`src/rtl/instruction_fetch_aligner_if.sv`:
```
`default_nettype none
// ============================================================================
//  Module      : instruction_fetch_aligner_if
//  Description : Memory-read, redirect and instruction-delivery signals of the
//                fetch aligner.
//  Revision    : 1.0  initial release
// ============================================================================
interface instruction_fetch_aligner_if;
    logic        memRequest;
    logic [31:0] memAddress;
    logic [31:0] memData;
    logic        memValid;
    logic        redirectValid;
    logic [31:0] redirectPc;
    logic        instructionValid;
    logic        instructionReady;
    logic [31:0] instruction;
    logic [31:0] instructionPc;
    logic        isCompressed;

    modport master (
        output memRequest, memAddress, instructionValid, instruction,
               instructionPc, isCompressed,
        input  memData, memValid, redirectValid, redirectPc, instructionReady
    );

    modport slave (
        input  memRequest, memAddress, instructionValid, instruction,
               instructionPc, isCompressed,
        output memData, memValid, redirectValid, redirectPc, instructionReady
    );
endinterface
`default_nettype wire

```
`src/rtl/instruction_fetch_aligner.sv`:
```
`default_nettype none
// ============================================================================
//  Module      : instruction_fetch_aligner
//  Description : Word fetch into a 4-halfword queue; presents 16/32-bit
//                instructions at halfword granularity with redirect support.
//  Revision    : 1.0  initial release
// ============================================================================
module instruction_fetch_aligner #(
    parameter logic [31:0] RESET_PC = 32'h0000_0000
) (
    input  wire logic                    clk,
    input  wire logic                    reset,
    instruction_fetch_aligner_if.master  bus
);

    logic [3:0][15:0] queue_q, queue_d;
    logic [2:0]       count_q, count_d;
    logic [31:0]      headPc_q, headPc_d;
    logic [31:0]      fetchAddr_q, fetchAddr_d;
    logic             outstanding_q, outstanding_d;
    logic             dropNext_q, dropNext_d;
    logic             skipLow_q, skipLow_d;

    logic             w_headCompressed;
    logic             w_instrValid;
    logic             w_issue;
    logic             w_accept;
    logic             w_respTake;
    logic [2:0]       w_pop;
    logic [2:0]       w_push;
    logic [2:0]       w_base;
    logic [3:0][15:0] w_shifted;
    logic             unused_pc_bit;

    assign unused_pc_bit    = bus.redirectPc[0];
    assign w_headCompressed = (queue_q[0][1:0] != 2'b11);
    assign w_instrValid     = !reset && (w_headCompressed ? (count_q >= 3'd1) : (count_q >= 3'd2));
    assign w_issue          = !outstanding_q && (count_q <= 3'd2) && !bus.redirectValid && !reset;
    assign w_accept         = w_instrValid && bus.instructionReady && !bus.redirectValid;
    // Only a response we are actually waiting for, and that is not stale, enters the queue.
    assign w_respTake       = bus.memValid && outstanding_q && !dropNext_q && !bus.redirectValid;

    assign w_pop     = w_accept ? (w_headCompressed ? 3'd1 : 3'd2) : 3'd0;
    assign w_push    = w_respTake ? (skipLow_q ? 3'd1 : 3'd2) : 3'd0;
    assign w_base    = count_q - w_pop;
    assign w_shifted = queue_q >> {w_pop, 4'b0000};

    always_comb begin
        queue_d       = w_shifted;
        count_d       = count_q - w_pop + w_push;
        headPc_d      = headPc_q + (w_accept ? {29'd0, w_pop, 1'b0} : 32'd0);
        fetchAddr_d   = w_issue ? fetchAddr_q + 32'd4 : fetchAddr_q;
        outstanding_d = outstanding_q;
        dropNext_d    = dropNext_q;
        skipLow_d     = skipLow_q;

        for (int i = 0; i < 4; i++) begin
            if (w_push != 3'd0 && 3'(i) == w_base)
                queue_d[i] = skipLow_q ? bus.memData[31:16] : bus.memData[15:0];
            else if (w_push == 3'd2 && 3'(i) == w_base + 3'd1)
                queue_d[i] = bus.memData[31:16];
        end

        if (bus.memValid && outstanding_q) begin
            outstanding_d = 1'b0;
            dropNext_d    = 1'b0;
        end
        if (w_respTake)
            skipLow_d = 1'b0;
        if (w_issue)
            outstanding_d = 1'b1;

        if (bus.redirectValid) begin
            count_d     = 3'd0;
            headPc_d    = {bus.redirectPc[31:1], 1'b0};
            fetchAddr_d = {bus.redirectPc[31:2], 2'b00};
            skipLow_d   = bus.redirectPc[1];
            dropNext_d  = outstanding_q && !bus.memValid;
        end
    end

    always_ff @(posedge clk) begin
        if (reset) begin
            queue_q       <= '0;
            count_q       <= 3'd0;
            headPc_q      <= RESET_PC;
            fetchAddr_q   <= {RESET_PC[31:2], 2'b00};
            outstanding_q <= 1'b0;
            dropNext_q    <= 1'b0;
            skipLow_q     <= RESET_PC[1];
        end else begin
            queue_q       <= queue_d;
            count_q       <= count_d;
            headPc_q      <= headPc_d;
            fetchAddr_q   <= fetchAddr_d;
            outstanding_q <= outstanding_d;
            dropNext_q    <= dropNext_d;
            skipLow_q     <= skipLow_d;
        end
    end

    assign bus.memRequest       = w_issue;
    assign bus.memAddress       = fetchAddr_q;
    assign bus.instructionValid = w_instrValid;
    assign bus.instruction      = !w_instrValid ? 32'd0 :
                                  w_headCompressed ? {16'h0000, queue_q[0]} : {queue_q[1], queue_q[0]};
    assign bus.isCompressed     = w_instrValid && w_headCompressed;
    assign bus.instructionPc    = headPc_q;

endmodule
`default_nettype wire

```
`src/flat_wrapper.sv`:
```
// flat-port wrapper written by rule: the top's interface ports become plain ports
module instruction_fetch_aligner_flat 
#(
    parameter logic [31:0] RESET_PC = 32'h0000_0000
)
  (clk, reset, bus_memRequest, bus_memAddress, bus_instructionValid, bus_instruction, bus_instructionPc, bus_isCompressed, bus_memData, bus_memValid, bus_redirectValid, bus_redirectPc, bus_instructionReady);
  instruction_fetch_aligner_if bus_i ();
  input  wire logic clk;
  input  wire logic reset;
  output wire logic [$bits(bus_i.memRequest)-1:0] bus_memRequest;
  output wire logic [$bits(bus_i.memAddress)-1:0] bus_memAddress;
  output wire logic [$bits(bus_i.instructionValid)-1:0] bus_instructionValid;
  output wire logic [$bits(bus_i.instruction)-1:0] bus_instruction;
  output wire logic [$bits(bus_i.instructionPc)-1:0] bus_instructionPc;
  output wire logic [$bits(bus_i.isCompressed)-1:0] bus_isCompressed;
  input wire logic [$bits(bus_i.memData)-1:0] bus_memData;
  input wire logic [$bits(bus_i.memValid)-1:0] bus_memValid;
  input wire logic [$bits(bus_i.redirectValid)-1:0] bus_redirectValid;
  input wire logic [$bits(bus_i.redirectPc)-1:0] bus_redirectPc;
  input wire logic [$bits(bus_i.instructionReady)-1:0] bus_instructionReady;
  assign bus_memRequest = bus_i.memRequest;
  assign bus_memAddress = bus_i.memAddress;
  assign bus_instructionValid = bus_i.instructionValid;
  assign bus_instruction = bus_i.instruction;
  assign bus_instructionPc = bus_i.instructionPc;
  assign bus_isCompressed = bus_i.isCompressed;
  assign bus_i.memData = bus_memData;
  assign bus_i.memValid = bus_memValid;
  assign bus_i.redirectValid = bus_redirectValid;
  assign bus_i.redirectPc = bus_redirectPc;
  assign bus_i.instructionReady = bus_instructionReady;
  instruction_fetch_aligner #(.RESET_PC(RESET_PC)) u_core (.clk(clk), .reset(reset), .bus(bus_i));
endmodule
```
`config.mk`:
```
export PLATFORM = sky130hd
export DESIGN_NAME = instruction_fetch_aligner_flat
export DESIGN_NICKNAME = d
export VERILOG_FILES = /design/src/rtl/instruction_fetch_aligner_if.sv /design/src/rtl/instruction_fetch_aligner.sv /design/src/flat_wrapper.sv
export SDC_FILE = /design/constraint.sdc
export NUM_CORES = 1
export LEC_CHECK = 0
export BUFFER_PORTS_ARGS = -buffer_cell sky130_fd_sc_hd__buf_2
export CORE_MARGIN = 5
export CORE_UTILIZATION = 45
export DETAILED_ROUTE_END_ITERATION = 8
export PLACE_DENSITY_LB_ADDON = 0.05
export SYNTH_ARGS = -nofsm -noshare
export SYNTH_HDL_FRONTEND = slang
export SYNTH_SLANG_ARGS = --single-unit
```
`constraint.sdc`:
```
create_clock -name clk -period 4.5 [get_ports clk]
set_input_delay 0.45 -clock clk [delete_from_list [all_inputs] [get_ports clk]]
set_output_delay 0.45 -clock clk [all_outputs]
set_load 0.01 [all_outputs]
```
======== After elaboration in Yosys (flattened, before gate mapping) ========
Cells that the tools add are included.
cells by class
  $add $sub $neg .......................... 5
  magnitude comparators ................... 3
  equal/unequal tests ..................... 8
  shift-type cells ........................ 1
  muxes and demuxes ....................... 25
  reduce and logical (&&, ||, !) cells .... 32
operators with widths
  operator                                                        number
  2-to-1 mux 32 bit                                               5
  2-to-1 mux 16 bit                                               9
  >> shifter 64 x 7 -> 64 bit                                     1
  adder 32 x 3 -> 32 bit, second input constant                   1
  adder 32 bit                                                    1
  logical AND 1 bit                                               19
  == test 2 x 3 -> 1 bit, first input constant                    4
  nonzero test 2 bit                                              4
  == test 1 x 3 -> 1 bit, first input constant                    2
  zero test 3 bit                                                 2
  2-to-1 mux 1 bit                                                6
  2-to-1 mux 3 bit                                                2
  zero test 1 bit                                                 5
  2-to-1 mux 2 bit                                                2
  2-to-1 mux 4 bit                                                1
  adder 3 x 1 -> 3 bit, second input constant                     1
  adder 3 bit                                                     1
  == test 3 x 2 -> 1 bit, second input constant                   1
  >= comparator 3 x 1 -> 1 bit, second input constant             1
  >= comparator 3 x 2 -> 1 bit, second input constant             1
  less-or-equal comparator 3 x 2 -> 1 bit, second input constant  1
  nonzero test 3 bit                                              1
  subtractor 3 bit                                                1
  inequality test 2 bit, second input constant                    1
  OR reduction 2 bit                                              1
word-level totals
  bits in registers ....................... 134
  bits of input ports ..................... 69
  output and inout bits ................... 99
  word-level logic and storage cells ...... 86

======== Depth between registers and ports, before layout ========
  depth in word-level cells ............... 12
  mapped depth ............................ 16
  gate-level depth less buffers ........... 12

======== Least setup slack after synthesis ========
No wires, ideal clock.
  path type ............................... input-to-reg
  start point ............................. input bus_redirectValid
  end point ............................... register u_core.queue_q[44] in the netlist's numbering
  setup time .............................. 0.092 ns
  arrival time ............................ 3.855 ns
  required time ........................... 4.408 ns
  setup slack ............................. 0.553 ns
  stages .................................. 16
  buffers on the path ..................... 5
  path through ............................ buf_2 or3b_2 nor3_1 buf_2 buf_4 inv_1 fa_1 inv_1 nor2_1 ha_1 nor3_2 and2_1 clkbuf_1 buf_2 a221oi_1 o32ai_1
between the ends
  cells in the longest elaborated chain, start to end .. 9
  elaborated cells on any way between the ends .. 16
  classes of those cells .................. 2 x add/sub; 3 x eq/ne; 1 x shift; 4 x mux; 6 x reduce/logical
ends and longest elaborated chain
  what                    RTL line                                                          RTL
  start: declaration      flat_wrapper.sv:18                                                input wire logic [$bits(bus_i.redirectValid)-1:0] bus_redirectValid;
  zero test 1 bit *       instruction_fetch_aligner.sv:39, instruction_fetch_aligner.sv:41
  logical AND 1 bit       instruction_fetch_aligner.sv:39                                   assign w_accept = w_instrValid && bus.instructionReady && !bus.redirectValid;
  2-to-1 mux 3 bit        instruction_fetch_aligner.sv:43                                   assign w_pop = w_accept ? (w_headCompressed ? 3'd1 : 3'd2) : 3'd0;
  subtractor 3 bit        instruction_fetch_aligner.sv:45                                   assign w_base = count_q - w_pop;
  adder 3 x 1 -> 3 bit    instruction_fetch_aligner.sv:60                                   else if (w_push == 3'd2 && 3'(i) == w_base + 3'd1)
  == test 2 x 3 -> 1 bit  instruction_fetch_aligner.sv:60
  logical AND 1 bit       instruction_fetch_aligner.sv:60
  2-to-1 mux 16 bit       instruction_fetch_aligner.sv:60
  2-to-1 mux 16 bit *     instruction_fetch_aligner.sv:58                                   if (w_push != 3'd0 && 3'(i) == w_base)
  end signal: assignment  instruction_fetch_aligner.sv:92                                   queue_q <= queue_d;
  end: declaration        instruction_fetch_aligner.sv:16                                   logic [3:0][15:0] queue_q, queue_d;
Mark *: on every way between the ends. The rest lies on a longest branch, timed or not.
A chain may end at the register's enable or synchronous reset.

======== Worst setup path after layout ========
  start point ............................. input reset
  end point ............................... register u_core.queue_q[43] in the netlist's numbering
between the ends
  cells in the longest elaborated chain, start to end .. 11
  elaborated cells on any way between the ends .. 14
  classes of those cells .................. 2 x add/sub; 2 x eq/ne; 1 x shift; 3 x mux; 6 x reduce/logical
ends and longest elaborated chain
  what                            RTL line                         RTL
  start: declaration              flat_wrapper.sv:9                input wire logic reset;
  zero test 1 bit                 instruction_fetch_aligner.sv:37  assign w_instrValid = !reset && (w_headCompressed ? (count_q >= 3'd1) : (count_q >= 3'd2));
  logical AND 1 bit               instruction_fetch_aligner.sv:37
  logical AND 1 bit (2 in a row)  instruction_fetch_aligner.sv:39
  2-to-1 mux 3 bit                instruction_fetch_aligner.sv:43
  subtractor 3 bit                instruction_fetch_aligner.sv:45
  adder 3 x 1 -> 3 bit            instruction_fetch_aligner.sv:60
  == test 2 x 3 -> 1 bit          instruction_fetch_aligner.sv:60
  logical AND 1 bit               instruction_fetch_aligner.sv:60
  2-to-1 mux 16 bit               instruction_fetch_aligner.sv:60
  2-to-1 mux 16 bit               instruction_fetch_aligner.sv:58
Parallel ways exist; a longest one is shown, timed or not.

==> impl_results.md <==
* Worst rel slew slack at 23.7%
* Worst-Margin Slew at between 1 and 1.5 ns
* CORE AREA at 17100 sq um
* Routed WL per cell at 19.3 um
* Period minus WS final at 3.39 ns
* Delay of the slowest critical-path stage at 0.57 ns
* First-pass GRT wire length at 40.5 mm
* Worst setup path class: in2reg
* Sink Count at 131
* Async SR Flop Fraction at 0%
* Clk Latency, worst-skew pair at 0.42 ns
* Inserted Clock Buffers at 17
* Sequential area share after synthesis at 33.8%
* Placer Congestion at 0.794
* Final wirelength at 25.4 mm
* Skew final at 0.00777 ns
* # Post-CTS Setup Buffers at 0
* Synthesis-to-finish area growth at 20.4%
* Post-synth EDFFs at 0
* Max-cap viol count at 0
* I/O Pins at 168
* Critical path required time at 4.78 ns
* Largest buffer count on any clock path at 2
* Final HPWL DP at 17.1 mm
* DRC violations left at 0
* #FFs+latches synth at 131
* FILL cells at 1712
* Syn Area/Cell at 8.17 sq um
* Initial DRC count at 585
* Critical-path cell list: buf_4, or3b_2, a211oi_1, ha_1, inv_1, fa_1, inv_1, nor2_1, ha_1, nor3_2, nand2_1, buf_4, nor2_1, o32ai_1
* Fin area at 9330 sq um
* Setup TNS Final at 0 ns
* Synth Cell Area at roughly 7800 sq um
* Initial DRT Pass Iterations at 5
* Clk root buf: clkbuf_16
* Largest fanout on the critical path at 9
* Static leakage at ~3.7 nW
* Clock-pin slew on the worst setup and hold paths at 0.06 ns
* Final design utilization at 54.5%
* Distinct cells, synth at 64
* Pins over their slew limit at 0
* DR vias at 7729
* CTS tree: yes
* Post-route ant nets at 0
* Syn Inst Count at 949
* Initial Util at between 40% and 50%
* Layout cells sized above 1 at 25.4%
* Placed cell area at ~9000 sq um
* H-Tree Depth at 4
* Worst hold slack at 0.301 ns
* Hold buffer count at CTS at 0
* PD cells at 313 nW/um^2
* Vias/cell at 5.86
* Status: finished clean
* Most common cell after layout, fill and taps aside: buf_2
* Unrepaired setup endpoints after global routing: no
* Total track usage at 25.1%
* Number of antenna diodes at 0
* Largest net degree at the start of global routing at 68
* Yosys warnings at 0
* Die Wd at approximately 140 um
* Rows at 48
* Grt ovf at 0
* Slowest CP cell: fa_1
* Worst path arrival time at 3.67 ns
* Final setup vio count at 0
* Hold Fails Final Rpt at 0
* Initial antenna violation count at 1
* Crit path launch type: input port
* Gates resized, CTS repair at 0
* Number of global-route vias before repair at 7354
* Final Net Count at between 1000 and 1500
* Commonest non-fill, non-tap cells in the layout: buf_2, dfxtp_1, nor2_1, nand2_1, a21oi_1
* Chip Height at between 100 and 150 um
* Overall power at 2.93 mW
* Top_reg_cell synth: dfxtp_1
* Die Footprint at between 15000 and 20000 sq um
* IO Port Bufs at 163
* Period utilization at 75.3%
* CP endpoint kind: register
* Fmax at 295 MHz
* Maximum vdd ir drop at around 0.27 mV
* Tightest Hold Check Type: in2reg
* Flop-to-flop setup slack at 1.19 ns
==> power by group <==
group,internal [mW],switching [mW],total [mW],leakage [nW]
Combinational,0.117,0.172,0.289,2.32
Sequential,1.20,0.0513,1.25,1.07
Clock,0.818,0.568,1.39,0.268
==> metrics by stage <==
step	cells	worst slack (ns)
4_1_cts	1319	1.16
2_1_floorplan	951	0.553
5_1_grt	1319	0.860
3_5_place_dp	1287	0.729
6_report	1319	1.11
3_3_place_gp	1287	0.731
==> final timing paths <==
kind,startpoint,end,cells past startpoint
setup / recovery,reset,u_core.queue_q[43],14
setup reg to reg,u_core.count_q[1],u_core.queue_q[43],13
hold reg to reg,u_core.queue_q[63],u_core.queue_q[63],2
hold / removal,bus_redirectPc[18],u_core.bus.memAddress[18],3
==> metal layers <==
layer  up-vias  GRT usage [%]  routed length [um]
met5         -              0                  13
met4         2           7.04                 350
met3        30           5.02                1610
met2       263           41.6               12000
met1      3634           33.3               11400
li1       3800              -                   -
==> sequential cells by signal, summed over array words and instances (netlist names) <==
name / count
u_core.bus.instructionPc: 31
u_core.bus.memAddress: 30
u_core.outstanding_q: 1
u_core.queue_q: 64
u_core.skipLow_q: 1
u_core.dropNext_q: 1
u_core.count_q: 3
==> final cells by class <==
class                           count  area (sq um)  area share (%)
Inverter                           39           146            1.57
Tap cell                          225           282            3.02
Clock buffer                       17           425            4.56
Sequential cell                   131          2620            28.1
Clock inverter                     15           159            1.70
Timing Repair Buffer              192          1040            11.1
Multi-Input combinational cell    700          4660            50.0
==> logic make-up (layout without fill, tap and decap cells) <==
kind of cell	after synthesis	after routing	share of synthesized area (%)
AND/OR/NAND/NOR	340	340	23.4
AO/OA/AOI/OAI	276	276	25.5
flip-flops	131	131	33.8
buffers and inverters	120	263	6.37
multiplexers	39	39	5.39
XOR/XNOR	32	32	3.61
adder cells (fa/ha/maj)	10	10	1.90
other	1	3	0.0484
==> synth_stat cells, drive strengths merged, types with 7 or more instances <==
master  count  area (sq um)
dfxtp     131          2620
nor2       95           357
nand2      78           293
a21oi      57           285
a221oi     52           455
clkbuf     52           196
nand3      40           210
inv        39           146
o21ai      30           150
buf        29           151
and3       28           175
xnor2      26           228
mux2       22           248
and2       21           131
a211oi     20           168
nand4      19           119
nor3       19           140
a22oi      18           135
o22ai      18           113
a311oi     17           149
mux2i      17           170
o32ai      16           140
a211o      15           131
nor4       11           133
a31oi       9          56.3
ha          7          87.6
==> worst max-delay path: cells and delay by family <==
family | cells | cell delay [ns]
AOI/OAI and AO/OA | 2 | 0.29
adders and majority gates | 3 | 1.05
buffers and inverters | 4 | 0.55
and+or+nand+nor | 5 | 1.31
No activity file was read; power rests on OpenSTA's default activity.
